==> src/rtl/nibble_serial_add16.sv <==
// 16-bit adder that time-multiplexes one 4-bit ripple slice, LS nibble first.
// Latency: accept edge T0, nibbles written T1..T4, out_valid in the cycle after T4.
// Backpressure: result held in DONE until out_ready; in_ready only in IDLE.

module bit4Ad (
    input  logic [3:0] a,
    input  logic [3:0] b,
    input  logic       cin,
    output logic [3:0] s,
    output logic       cout
);
    logic [4:0] c;

    always_comb begin
        c    = '0;
        s    = '0;
        c[0] = cin;
        for (int i = 0; i < 4; i++) begin
            s[i]   = a[i] ^ b[i] ^ c[i];
            c[i+1] = (a[i] & b[i]) | (c[i] & (a[i] ^ b[i]));
        end
        cout = c[4];
    end
endmodule

module nibble_serial_add16 (
    input  logic        clk,
    input  logic        rst_n,
    input  logic        in_valid,
    output logic        in_ready,
    input  logic [15:0] a,
    input  logic [15:0] b,
    input  logic        cin,
    output logic        out_valid,
    input  logic        out_ready,
    output logic [15:0] sum,
    output logic        cout,
    output logic        ov
);
    typedef enum logic [1:0] {
        IDLE = 2'd0,
        RUN  = 2'd1,
        DONE = 2'd2
    } state_t;

    state_t      state, state_nxt;
    logic [15:0] a_q, b_q;
    logic        carry_q;
    logic [1:0]  cnt;
    logic [3:0]  a_nib, b_nib, s_nib;
    logic        c_nib;
    logic        accept;
    logic        last_nib;

    assign in_ready  = (state == IDLE);
    assign out_valid = (state == DONE);
    assign accept    = in_valid && in_ready;
    assign last_nib  = (cnt == 2'd3);

    // Operand mux selects the nibble addressed by the counter
    assign a_nib = a_q[{cnt, 2'b00} +: 4];
    assign b_nib = b_q[{cnt, 2'b00} +: 4];

    bit4Ad u_add (
        .a    (a_nib),
        .b    (b_nib),
        .cin  (carry_q),
        .s    (s_nib),
        .cout (c_nib)
    );

    always_ff @(posedge clk or negedge rst_n) begin
        if (!rst_n) begin
            state <= IDLE;
        end else begin
            state <= state_nxt;
        end
    end

    always_comb begin
        state_nxt = state;
        case (state)
            IDLE:    if (accept) state_nxt = RUN;
            RUN:     if (last_nib) state_nxt = DONE;
            DONE:    if (out_ready) state_nxt = IDLE;
            default: state_nxt = IDLE;
        endcase
    end

    always_ff @(posedge clk or negedge rst_n) begin
        if (!rst_n) begin
            a_q     <= '0;
            b_q     <= '0;
            carry_q <= 1'b0;
            cnt     <= '0;
            sum     <= '0;
            cout    <= 1'b0;
            ov      <= 1'b0;
        end else if (accept) begin
            a_q     <= a;
            b_q     <= b;
            carry_q <= cin;
            cnt     <= '0;
        end else if (state == RUN) begin
            sum[{cnt, 2'b00} +: 4] <= s_nib;
            carry_q                <= c_nib;
            cnt                    <= cnt + 2'd1;
            if (last_nib) begin
                // Overflow uses the freshly produced top bit, not the stale sum register
                cout <= c_nib;
                ov   <= (a_q[15] == b_q[15]) && (s_nib[3] != a_q[15]);
            end
        end
    end
endmodule

==> config.mk <==
export PLATFORM = sky130hd
export DESIGN_NAME = nibble_serial_add16
export DESIGN_NICKNAME = d
export VERILOG_FILES = /design/src/rtl/nibble_serial_add16.sv
export SDC_FILE = /design/constraint.sdc
export NUM_CORES = 1
export LEC_CHECK = 0
export CAP_MARGIN = 10
export CORE_UTILIZATION = 39
export DETAILED_ROUTE_END_ITERATION = 7
export PLACE_DENSITY_LB_ADDON = 0.2
export SYNTH_ARGS = -nofsm -noshare
export SYNTH_HDL_FRONTEND = slang
export SYNTH_SLANG_ARGS = --single-unit
==> constraint.sdc <==
create_clock -name clk -period 7.56 [get_ports clk]
set_input_delay 2.268 -clock clk [delete_from_list [all_inputs] [get_ports clk]]
set_output_delay 2.268 -clock clk [all_outputs]
set_load 0.05 [all_outputs]
==> results.md, run 1 <==
- Inst Count DP: 376
- Post-route worst setup slack: 3340 ps
- WS Path Type: flop to output pin
- Hold Vio Cnt, Final: 0
- DRT Wirelength: 5.09 mm
- Primary FF master, synth: dfrtp_1
- Fraction of registers with async set or reset after synthesis: 1.00
- Initial antenna violation count: 0
- Final setup viols: 0
- Antenna Nets Post-Route: 0
- Worst-Margin Slew: 1090 ps
- DRC viols: 6
- Distinct cells, synth: 30
- CTS Buf Count: 5
- Row cnt: 29
- Static Leak: 1.55 nW
- TritonRoute pass-1 iters: 7
- Yosys Warn Count: 0
- Mapped cell area: 2610 µm²
- Final setup TNS: 0 ps
- Initial Util: 0.407
- Outcome: complete, but fails checks
- Crit-path slowest cell: clkdlybuf4s50_1
- Clk pwr share: 0.106
- Routed vias/inst: 4.84
- Post-synth EDFFs: 0
- Worst R2R Start: cnt[0]$_DFFE_PN0P_
- WL/cell: 13.3 µm
- Flip-flop and latch count after synthesis: 55
- F_max: 237 MHz
- CP peak stage delay: 800 ps
- Max Root-Sink Buffers: 2
- Gate power share: 0.542
- Layout fillers: 602
- Post-synth top area share: 0.527
- Clock Sinks: 55
- RSZ-0062 raised after global routing: no
- Crit path launch: state[0]$_DFFE_PN0P_
- CP top delay family: buffers and inverters
- Crit path time final: 4220 ps
- Fin nets: 353
- Switch share: 0.457
- # diodes: 0
- Share of cells above drive strength 1: 0.0782
- First-pass GRT wire length: 8.80 mm
- Total grt overflow: 0
- Post-Syn Instances: 254
- Largest net degree at the start of global routing: 56
- Post-CTS setup buffer count: 0
- Power per cell area: 452 nW/µm²
- Hold Crit Start: a_q[10]$_DFFE_PN0P_
- Crit path max fanout: 10
- H-tree Lvls: 2
- I/O pin total: 57
- Ranking of synthesized cells by area: dfrtp_1 (53%), nand2_1 (17%), mux4_2 (6.9%), fa_1 (3.1%), ha_1 (2.9%)
- Vias in the first global route: 1851
- Switching Power: 0.000677 W
- Gp weighted congestion: 0.725
- DR vias: 1857
- Largest area contributor in the netlist: dfrtp_1
- Pint: 0.000805 W
- Post-CTS resize count: 0
- Dpl hpwl: 3.51 mm
- Sequential fraction of design power: 0.352
- Die Wd: 83.9 µm
- DIE AREA: 7030 µm²
- Worst Hold Class: flop to flop
- Buf/Inv on CP: 2
- Post-synthesis net count: 301
- Critical path endpoint category: output pin
- Clock transition at the registers of the reported paths: 90 ps
- CP Data Required Time: 5290 ps
- TritonCTS clock tree: built
- CTS Hold Buffers Added: 0
- Clk_lat worst skew: 310 ps
- Final period utilization: 0.558
- Total power: 0.00148 W
- Die height: 83.9 µm
- Register area: 1380 µm²
- Slew Limit Headroom: 0.273
- Failing checks: design-rule violations
- Place WS: 3500 ps
- VDD IR-drop max: 0.182 mV
- Sequential area share after synthesis: 0.527
- Crit path cell chain: nand2b_1 > inv_1 > clkdlybuf4s50_1
- Area of the multi-input gates: 1110 µm²
- WP data arrival: 1950 ps
- CP Launch Type: flop
- Global-route total usage across every layer: 0.160
- Max Slew Vio Count: 0
- Finished Layout Cells: 384
- P&R area growth vs syn: 25.4%
- DRT iter0 DRCs: 97
- Number of port buffers: 56
- Core box area: 6420 µm²
- Root buffer cell: clkbuf_8
- Max-cap viol count: 0
- Syn avg cell area: 10.3 µm²
- Clk_skew: 7.14 ps
## final timing paths
kind                                        to  slack (ps)  cells after the start
min in group asynchronous  sum[15]$_DFFE_PN0P_        2080                      2
min reg2reg                a_q[10]$_DFFE_PN0P_         480                      2
min                        a_q[10]$_DFFE_PN0P_         480                      2
max reg2reg                     ov$_DFFE_PN0P_        4060                     12
max                                  out_valid        3340                      3
max in group asynchronous   a_q[1]$_DFFE_PN0P_        5030                      2
## cell usage in the layout, fill, tap and decap left out, types with 3 or more instances in the layout
cell type,synthesis,routed
mux4_2,8,8
nand2b_1,6,6
inv_1,11,11
o31ai_1,7,7
fa_1,4,4
clkdlybuf4s50_1,0,55
nand2_1,115,115
ha_1,6,6
o21ai_0,3,3
dfrtp_1,55,55
clkbuf_8,0,5
nand3b_1,3,3
o41ai_1,6,6
## through the flow
step | hold slack [ps] | utilization | instance area, µm²
6_report | 478 | 0.510 | 3280
5_1_grt | 502 | 0.510 | 3280
4_1_cts | 483 | 0.510 | 3280
3_5_place_dp | 460 | 0.498 | 3200
3_3_place_gp | 453 | 0.498 | 3200
2_1_floorplan | 440 | - | 2610
## synth_stat cells, types with 2 or more instances
master	instances
nand3b_1	3
dfrtp_1	55
a22o_1	2
buf_6	4
fa_1	4
o41ai_1	6
inv_1	11
mux2_2	2
o21ai_0	3
ha_1	6
buf_2	6
nand2b_1	6
o21ai_2	2
o31ai_1	7
nand2_1	115
mux4_2	8
## per-layer routing
metal	vias up	global-route usage	wire, µm
li1	938	-	-
met1	874	0.216	2490
met2	39	0.253	2330
met3	6	0.0297	177
met4	0	0.0705	93
met5	-	0	0
## power by group through the flow
stage,clock network [W],logic [W],registers [W]
finish,0.000157,0.000803,0.000523
global route,0.000173,0.000893,0.000545
CTS,0.000163,0.000818,0.000525
detailed placement,0,0.000816,0.000531
global placement,0,0.000805,0.000529
floorplan,0,0.000533,0.000576
## final cells by class
class                      instances  share of cell area
sequential                        55               0.420
multi-input combinational        175               0.339
timing repair buffer              58               0.174
tap                               77              0.0294
clock buffer                       7              0.0233
inverter                          11              0.0126
clock inverter                     1             0.00153
## kinds of logic (layout without fill, tap and decap cells)
family	after synthesis	after routing	share of synthesized area
AO/OA/AOI/OAI	22	22	0.0656
adder cells (fa/ha/maj)	10	10	0.0594
buffers and inverters	24	77	0.0503
flip-flops	55	55	0.527
multiplexers	10	10	0.0775
AND/OR/NAND/NOR	133	133	0.221
## worst min-delay path, stage by stage, from the launching register on
cell     delay (ps)
dfrtp_1         340
nand2_1          50
nand2_1          50
## registers in the layout, summed over array words and instances, names as in the netlist
register / count
ov: 1
state: 2
cnt: 2
carry_q: 1
cout: 1
a_q: 16
b_q: 16
sum: 16
Power figures use the tool's default switching activity.
==> run 2, diff against run 1 <==
- clock period: 7.56 -> 3.68 ns (I/O delays scaled with it)
==> run 2 against run 1 <==
  * The flow still finishes with violations (design-rule violations)
  * Flip-flop and latch count did not move
  * Via count rose by 2.2%
  * Final cell count up 0.78%
  * Largest power group unchanged
  * Setup slack lost 2900 ps
  * First-iteration DRC count rose by 29%
  * Routed wire length is 6.0% higher
  * Clock power grew 130%
  * Clock-buffer cell count grew 1
  * Core utilization rose by 0.64 points
  * Critical endpoint is now ov$_DFFE_PN0P_
  * Power rose by 110%
  * Register-to-register slack worse by 3600 ps
==> results.md, run 2 (synthesis gave the netlist of run 1 again) <==
- Max-cap viol count: 0 (unchanged)
- Vias in the first global route: 1848 (was 1851)
- DIE AREA: 7030 µm² (unchanged)
- Post-CTS setup buffer count: 0 (unchanged)
- Dpl hpwl: 4.03 mm (was 3.51 mm)
- Crit path max fanout: 9 (was 10)
- Clk_skew: 13.7 ps (was 7.14 ps)
- Row cnt: 29 (unchanged)
- WS Path Type: flop to flop (was flop to output pin)
- Post-CTS resize count: 0 (unchanged)
- Die height: 83.9 µm (unchanged)
- H-tree Lvls: 2 (unchanged)
- Commonest non-fill, non-tap cell in the layout: nand2_1 (unchanged)
- DRT iter0 DRCs: 125 (was 97)
- RSZ-0062 raised after global routing: no (unchanged)
- Leading cell types in the layout, fill and taps excluded: nand2_1 (115), dfrtp_1 (55), clkdlybuf4s50_1 (55), inv_1 (11), mux4_2 (8) (unchanged)
- Crit path time final: 3210 ps
- Layout fillers: 594 (was 602)
- Die Wd: 83.9 µm (unchanged)
- Antenna Nets Post-Route: 0 (unchanged)
- P&R area growth vs syn: 27.0% (was 25.4%)
- Root buffer cell: clkbuf_8 (unchanged)
- Gate power share: 0.540 (was 0.542)
- VDD IR-drop max: 0.367 mV (was 0.182 mV)
- Hold Vio Cnt, Final: 0 (unchanged)
- Critical path endpoint category: flop (was output pin)
- Total grt overflow: 0 (unchanged)
- Switch share: 0.452 (was 0.457)
- Total power: 0.00312 W (was 0.00148 W)
- First-pass GRT wire length: 9.07 mm (was 8.80 mm)
- CP Launch Type: flop (unchanged)
- Initial antenna violation count: 0 (unchanged)
- Biggest regs: a_q (16), b_q (16), sum (16) (unchanged)
- WP data arrival: 3420 ps (was 1950 ps)
- CTS Hold Buffers Added: 0 (unchanged)
- Final setup TNS: 0 ps (unchanged)
- Core box area: 6420 µm² (unchanged)
- I/O pin total: 57 (unchanged)
- Sequential fraction of design power: 0.343 (was 0.352)
- Initial Util: 0.407 (unchanged)
- Clock Sinks: 55 (unchanged)
- Largest net degree at the start of global routing: 32 (was 56)
- Global-route total usage across every layer: 0.164 (was 0.160)
- CP Data Required Time: 3890 ps (was 5290 ps)
- F_max: 311 MHz
- TritonCTS clock tree: built (unchanged)
- WL/cell: 13.9 µm (was 13.3 µm)
- Switching Power: 0.00141 W (was 0.000677 W)
- Slew Limit Headroom: 0.573 (was 0.273)
- Fin nets: 356 (was 353)
- Number of port buffers: 56 (unchanged)
- DRC viols: 6 (unchanged)
- Power per cell area: 940 nW/µm² (was 452 nW/µm²)
- Worst Hold Class: flop to flop (unchanged)
- Clock transition at the registers of the reported paths: 100 ps (was 90 ps)
- Clk pwr share: 0.117 (was 0.106)
- Pint: 0.00171 W (was 0.000805 W)
- TritonRoute pass-1 iters: 6 (was 7)
- Max Root-Sink Buffers: 2 (unchanged)
- Static Leak: 1.58 nW (was 1.55 nW)
- Clk_lat worst skew: 310 ps (about the same)
- Gp weighted congestion: 0.751 (was 0.725)
- Worst-Margin Slew: 640 ps (was 1090 ps)
- Failing checks: design-rule violations (unchanged)
- Final setup viols: 0 (unchanged)
- Final period utilization: 0.873
- Share of cells above drive strength 1: 0.0903 (was 0.0782)
- Max Slew Vio Count: 0 (unchanged)
- Routed vias/inst: 4.90 (was 4.84)
- # diodes: 0 (unchanged)
- DR vias: 1897 (was 1857)
- DRT Wirelength: 5.39 mm (was 5.09 mm)
- CTS Buf Count: 5 (unchanged)
- Outcome: complete, but fails checks (unchanged)
-- run 2: layer usage --
metal  routed length (µm)  GRT usage  share of wire
met5                    0          0              0
met3                  190     0.0307          0.035
met2                 2500      0.262           0.46
met4                   70     0.0533          0.013
met1                 2630      0.228           0.49
-- run 2: area by class of cell --
| cell class | count | area (µm²) | area share |
|---|---|---|---|
| Inverter | 11 | 41.3 | 0.0124 |
| Tap cell | 77 | 96.3 | 0.0290 |
| Timing Repair Buffer | 61 | 593 | 0.179 |
| Sequential cell | 55 | 1380 | 0.415 |
| Clock buffer | 8 | 100 | 0.0302 |
| Multi-Input combinational cell | 175 | 1110 | 0.335 |
-- run 2: worst paths after layout --
check / from / cells past startpoint / slack (ps) / to
min reg2reg: a_q[14]$_DFFE_PN0P_ / 2 / 480 / a_q[14]$_DFFE_PN0P_
max: cnt[0]$_DFFE_PN0P_ / 12 / 470 / ov$_DFFE_PN0P_
max in group asynchronous: rst_n / 2 / 2050 / a_q[4]$_DFFE_PN0P_
min: a_q[14]$_DFFE_PN0P_ / 2 / 480 / a_q[14]$_DFFE_PN0P_
max reg2reg: cnt[0]$_DFFE_PN0P_ / 12 / 470 / ov$_DFFE_PN0P_
min in group asynchronous: rst_n / 1 / 800 / sum[10]$_DFFE_PN0P_
-- run 2: power by group through the flow --
| stage | combinational [W] | clock [W] | sequential, W |
|---|---|---|---|
| floorplan | 0.00110 | 0 | 0.00118 |
| global placement | 0.00166 | 0 | 0.00109 |
| detailed placement | 0.00171 | 0 | 0.00108 |
| CTS | 0.00171 | 0.000373 | 0.00108 |
| global route | 0.00187 | 0.000395 | 0.00111 |
| finish | 0.00168 | 0.000365 | 0.00107 |
-- run 2: critical path, cell delays in order, from the launching register on --
cell and delay [ps]:
dfrtp_1 660, mux4_2 560, inv_1 90, fa_1 170, inv_1 50, fa_1 370, inv_1 80, fa_1 160
inv_1 50, fa_1 500, nand2b_1 100, o22ai_1 70, mux2_2 260
-- run 2: through the flow --
stage / std cells / worst slack, ps / util / cell area [µm²] / hold slack (ps)
after floorplan: 254 / 667 / - / 2610 / 440
after global placement: 379 / 540 / 0.501 / 3220 / 458
after detailed placement: 379 / 412 / 0.501 / 3220 / 459
after CTS: 387 / 401 / 0.517 / 3320 / 481
after global routing: 387 / 182 / 0.517 / 3320 / 509
final: 387 / 467 / 0.517 / 3320 / 475
==> run 3, diff against run 2 <==
--- a/constraint.sdc
+++ b/constraint.sdc
@@ -3,2 +3,2 @@
 set_output_delay 1.104 -clock clk [all_outputs]
-set_load 0.05 [all_outputs]
+set_load 0.1 [all_outputs]
==> run 3 against run 2 <==
  * The run still ends with design-rule violations left
  * Setup slack got worse by 15 ps
  * Highest routed layer unchanged
  * Critical endpoint unchanged
  * Fmax fell by 0.46%
  * Clock-buffer cell count did not move
  * Flip-flop and latch count did not move
==> results.md, run 3 (synthesis gave the netlist of run 1 again) <==
- Clock transition at the registers of the reported paths: 90 ps (was 100 ps)
- First-pass GRT wire length: 9.21 mm (was 9.07 mm)
- Critical R2R Capture: ov$_DFFE_PN0P_ (unchanged)
- Failing checks: design-rule violations (unchanged)
- Buf/Inv on CP: 4 (unchanged)
- Final setup viols: 0 (unchanged)
- Critical path endpoint category: flop (unchanged)
- Max Root-Sink Buffers: 2 (unchanged)
- Gp weighted congestion: 0.728 (was 0.751)
- Final setup TNS: 0 ps (unchanged)
- Global-route total usage across every layer: 0.169 (was 0.164)
- Leading cell types in the layout, fill and taps excluded: nand2_1 (115), dfrtp_1 (55), clkdlybuf4s50_1 (35), buf_4 (26), inv_1 (11) (was nand2_1 (115), dfrtp_1 (55), clkdlybuf4s50_1 (55), inv_1 (11), mux4_2 (8))
- Row cnt: 29 (unchanged)
- Outcome: complete, but fails checks (unchanged)
- WL/cell: 13.8 µm (was 13.9 µm)
- F_max: 310 MHz (was 311 MHz)
- Root buffer cell: clkbuf_8 (unchanged)
- RSZ-0062 raised after global routing: no (unchanged)
- CTS Hold Buffers Added: 0 (unchanged)
- WP data arrival: 3430 ps (was 3420 ps)
- Clk_lat worst skew: 310 ps (about the same)
- Antenna Nets Post-Route: 0 (unchanged)
- CP Launch Type: flop (unchanged)
- DRC viols: 6 (unchanged)
- R2R setup slack: 450 ps (was 470 ps)
- Slew Limit Headroom: 0.571 (was 0.573)
- Dpl hpwl: 4.03 mm (about the same)
- Initial Util: 0.407 (unchanged)
- Number of port buffers: 56 (unchanged)
- TritonCTS clock tree: built (unchanged)
- P&R area growth vs syn: 25.4% (was 27.0%)
- I/O pin total: 57 (unchanged)
- Initial antenna violation count: 0 (unchanged)
- CP Depth: 12 (unchanged)
- Inst Count DP: 380 (was 379)
- Die height: 83.9 µm (unchanged)
- Core box area: 6420 µm² (unchanged)
- WS Path Type: flop to flop (unchanged)
- Hold Path Depth: 2 (unchanged)
- Fin nets: 357 (was 356)
- Crit-path slowest cell: dfrtp_1 (unchanged)
- Post-CTS setup buffer count: 0 (unchanged)
- Max Slew Vio Count: 0 (unchanged)
- TritonRoute pass-1 iters: 6 (unchanged)
- Vias in the first global route: 1880 (was 1848)
- Clock Sinks: 55 (unchanged)
- Hold Crit Start: a_q[14]$_DFFE_PN0P_ (unchanged)
- Final Core Density: 0.510 (was 0.517)
- DRT Wirelength: 5.37 mm (was 5.39 mm)
- # diodes: 0 (unchanged)
- Crit path time final: 3230 ps (was 3210 ps)
- CP peak stage delay: 670 ps (was 660 ps)
- DRT iter0 DRCs: 74 (was 125)
- Min-Delay Endpoint: a_q[14]$_DFFE_PN0P_ (unchanged)
- DIE AREA: 7030 µm² (unchanged)
- Worst R2R Start: cnt[0]$_DFFE_PN0P_ (unchanged)
- H-tree Lvls: 2 (unchanged)
- Largest net degree at the start of global routing: 29 (was 32)
- Post-CTS resize count: 0 (unchanged)
- CP Data Required Time: 3880 ps (was 3890 ps)
- Final period utilization: 0.877 (was 0.873)
- Crit path cell chain: mux4_2 > inv_1 > fa_1 > inv_1 > fa_1 > inv_1 > fa_1 > inv_1 > fa_1 > nand2b_1 > o22ai_1 > mux2_2 (unchanged)
- Clk_skew: 3.67 ps (was 13.7 ps)
- Commonest non-fill, non-tap cell in the layout: nand2_1 (unchanged)
- Crit path max fanout: 9 (unchanged)
- CP top delay family: adder cells (unchanged)
- Biggest regs: a_q (16), b_q (16), sum (16) (unchanged)
- Hold Vio Cnt, Final: 0 (unchanged)
- Hold Slack: 479 ps (was 475 ps)
- Max-cap viol count: 0 (unchanged)
- CTS Buf Count: 5 (unchanged)
- DR vias: 1922 (was 1897)
- Total grt overflow: 0 (unchanged)
- Die Wd: 83.9 µm (unchanged)
- Worst Hold Class: flop to flop (unchanged)
- Layout fillers: 633 (was 594)
- Finished Layout Cells: 388 (was 387)
- Share of cells above drive strength 1: 0.158 (was 0.0903)
- Worst-Margin Slew: 644 ps (was 640 ps)
- Routed vias/inst: 4.95 (was 4.90)
- Reg2Reg Depth: 12 (unchanged)
==> run 3: cell types whose count changed in the layout (fill, tap and decap cells not counted) <==
cell             change
buf_4               +21
clkdlybuf4s50_1     -20
==> run 3: per-layer routing <==
metal | GRT usage | part of all wire
met2 | 0.270 | 0.47
met1 | 0.231 | 0.48
met3 | 0.0317 | 0.035
met4 | 0.0611 | 0.015
met5 | 0 | 0
==> run 3: final cells by class <==
cell class / count / area, µm² / area share
clock buffer: 8 / 100 / 0.0305
tap: 77 / 96.3 / 0.0294
sequential: 55 / 1380 / 0.420
timing repair buffer: 62 / 551 / 0.168
multi-input combinational: 175 / 1110 / 0.339
inverter: 11 / 41.3 / 0.0126
==> run 3: worst max path at each step <==
| stage | from | endpoint | slack [ps] |
|---|---|---|---|
| 6_report | cnt[0]$_DFFE_PN0P_ | ov$_DFFE_PN0P_ | 450 |
| 5_1_grt | cnt[0]$_DFFE_PN0P_ | ov$_DFFE_PN0P_ | 190 |
| 4_1_cts | cnt[0]$_DFFE_PN0P_ | ov$_DFFE_PN0P_ | 410 |
| 3_5_place_dp | cnt[0]$_DFFE_PN0P_ | ov$_DFFE_PN0P_ | 420 |
| 3_3_place_gp | cnt[0]$_DFFE_PN0P_ | ov$_DFFE_PN0P_ | 530 |
| 2_1_floorplan | cnt[0]$_DFFE_PN0P_ | ov$_DFFE_PN0P_ | 670 |
==> run 3: tightest hold or removal path, delay by kind of cell, from the launching register on <==
family	cells	cell delay, ps
AND/OR/NAND/NOR	2	100
flip-flops	1	350
==> run 3: through the flow <==
stage                     setup slack (ps)  area [µm²]
after floorplan                        666        2610
after global placement                 533        3180
after detailed placement               424        3180
after CTS                              406        3280
after global routing                   189        3280
final                                  453        3280
Power of run 3 is left out: the tool's default activity adds up to more than one toggle a clock period on the data nets, which glitch-free logic cannot reach.
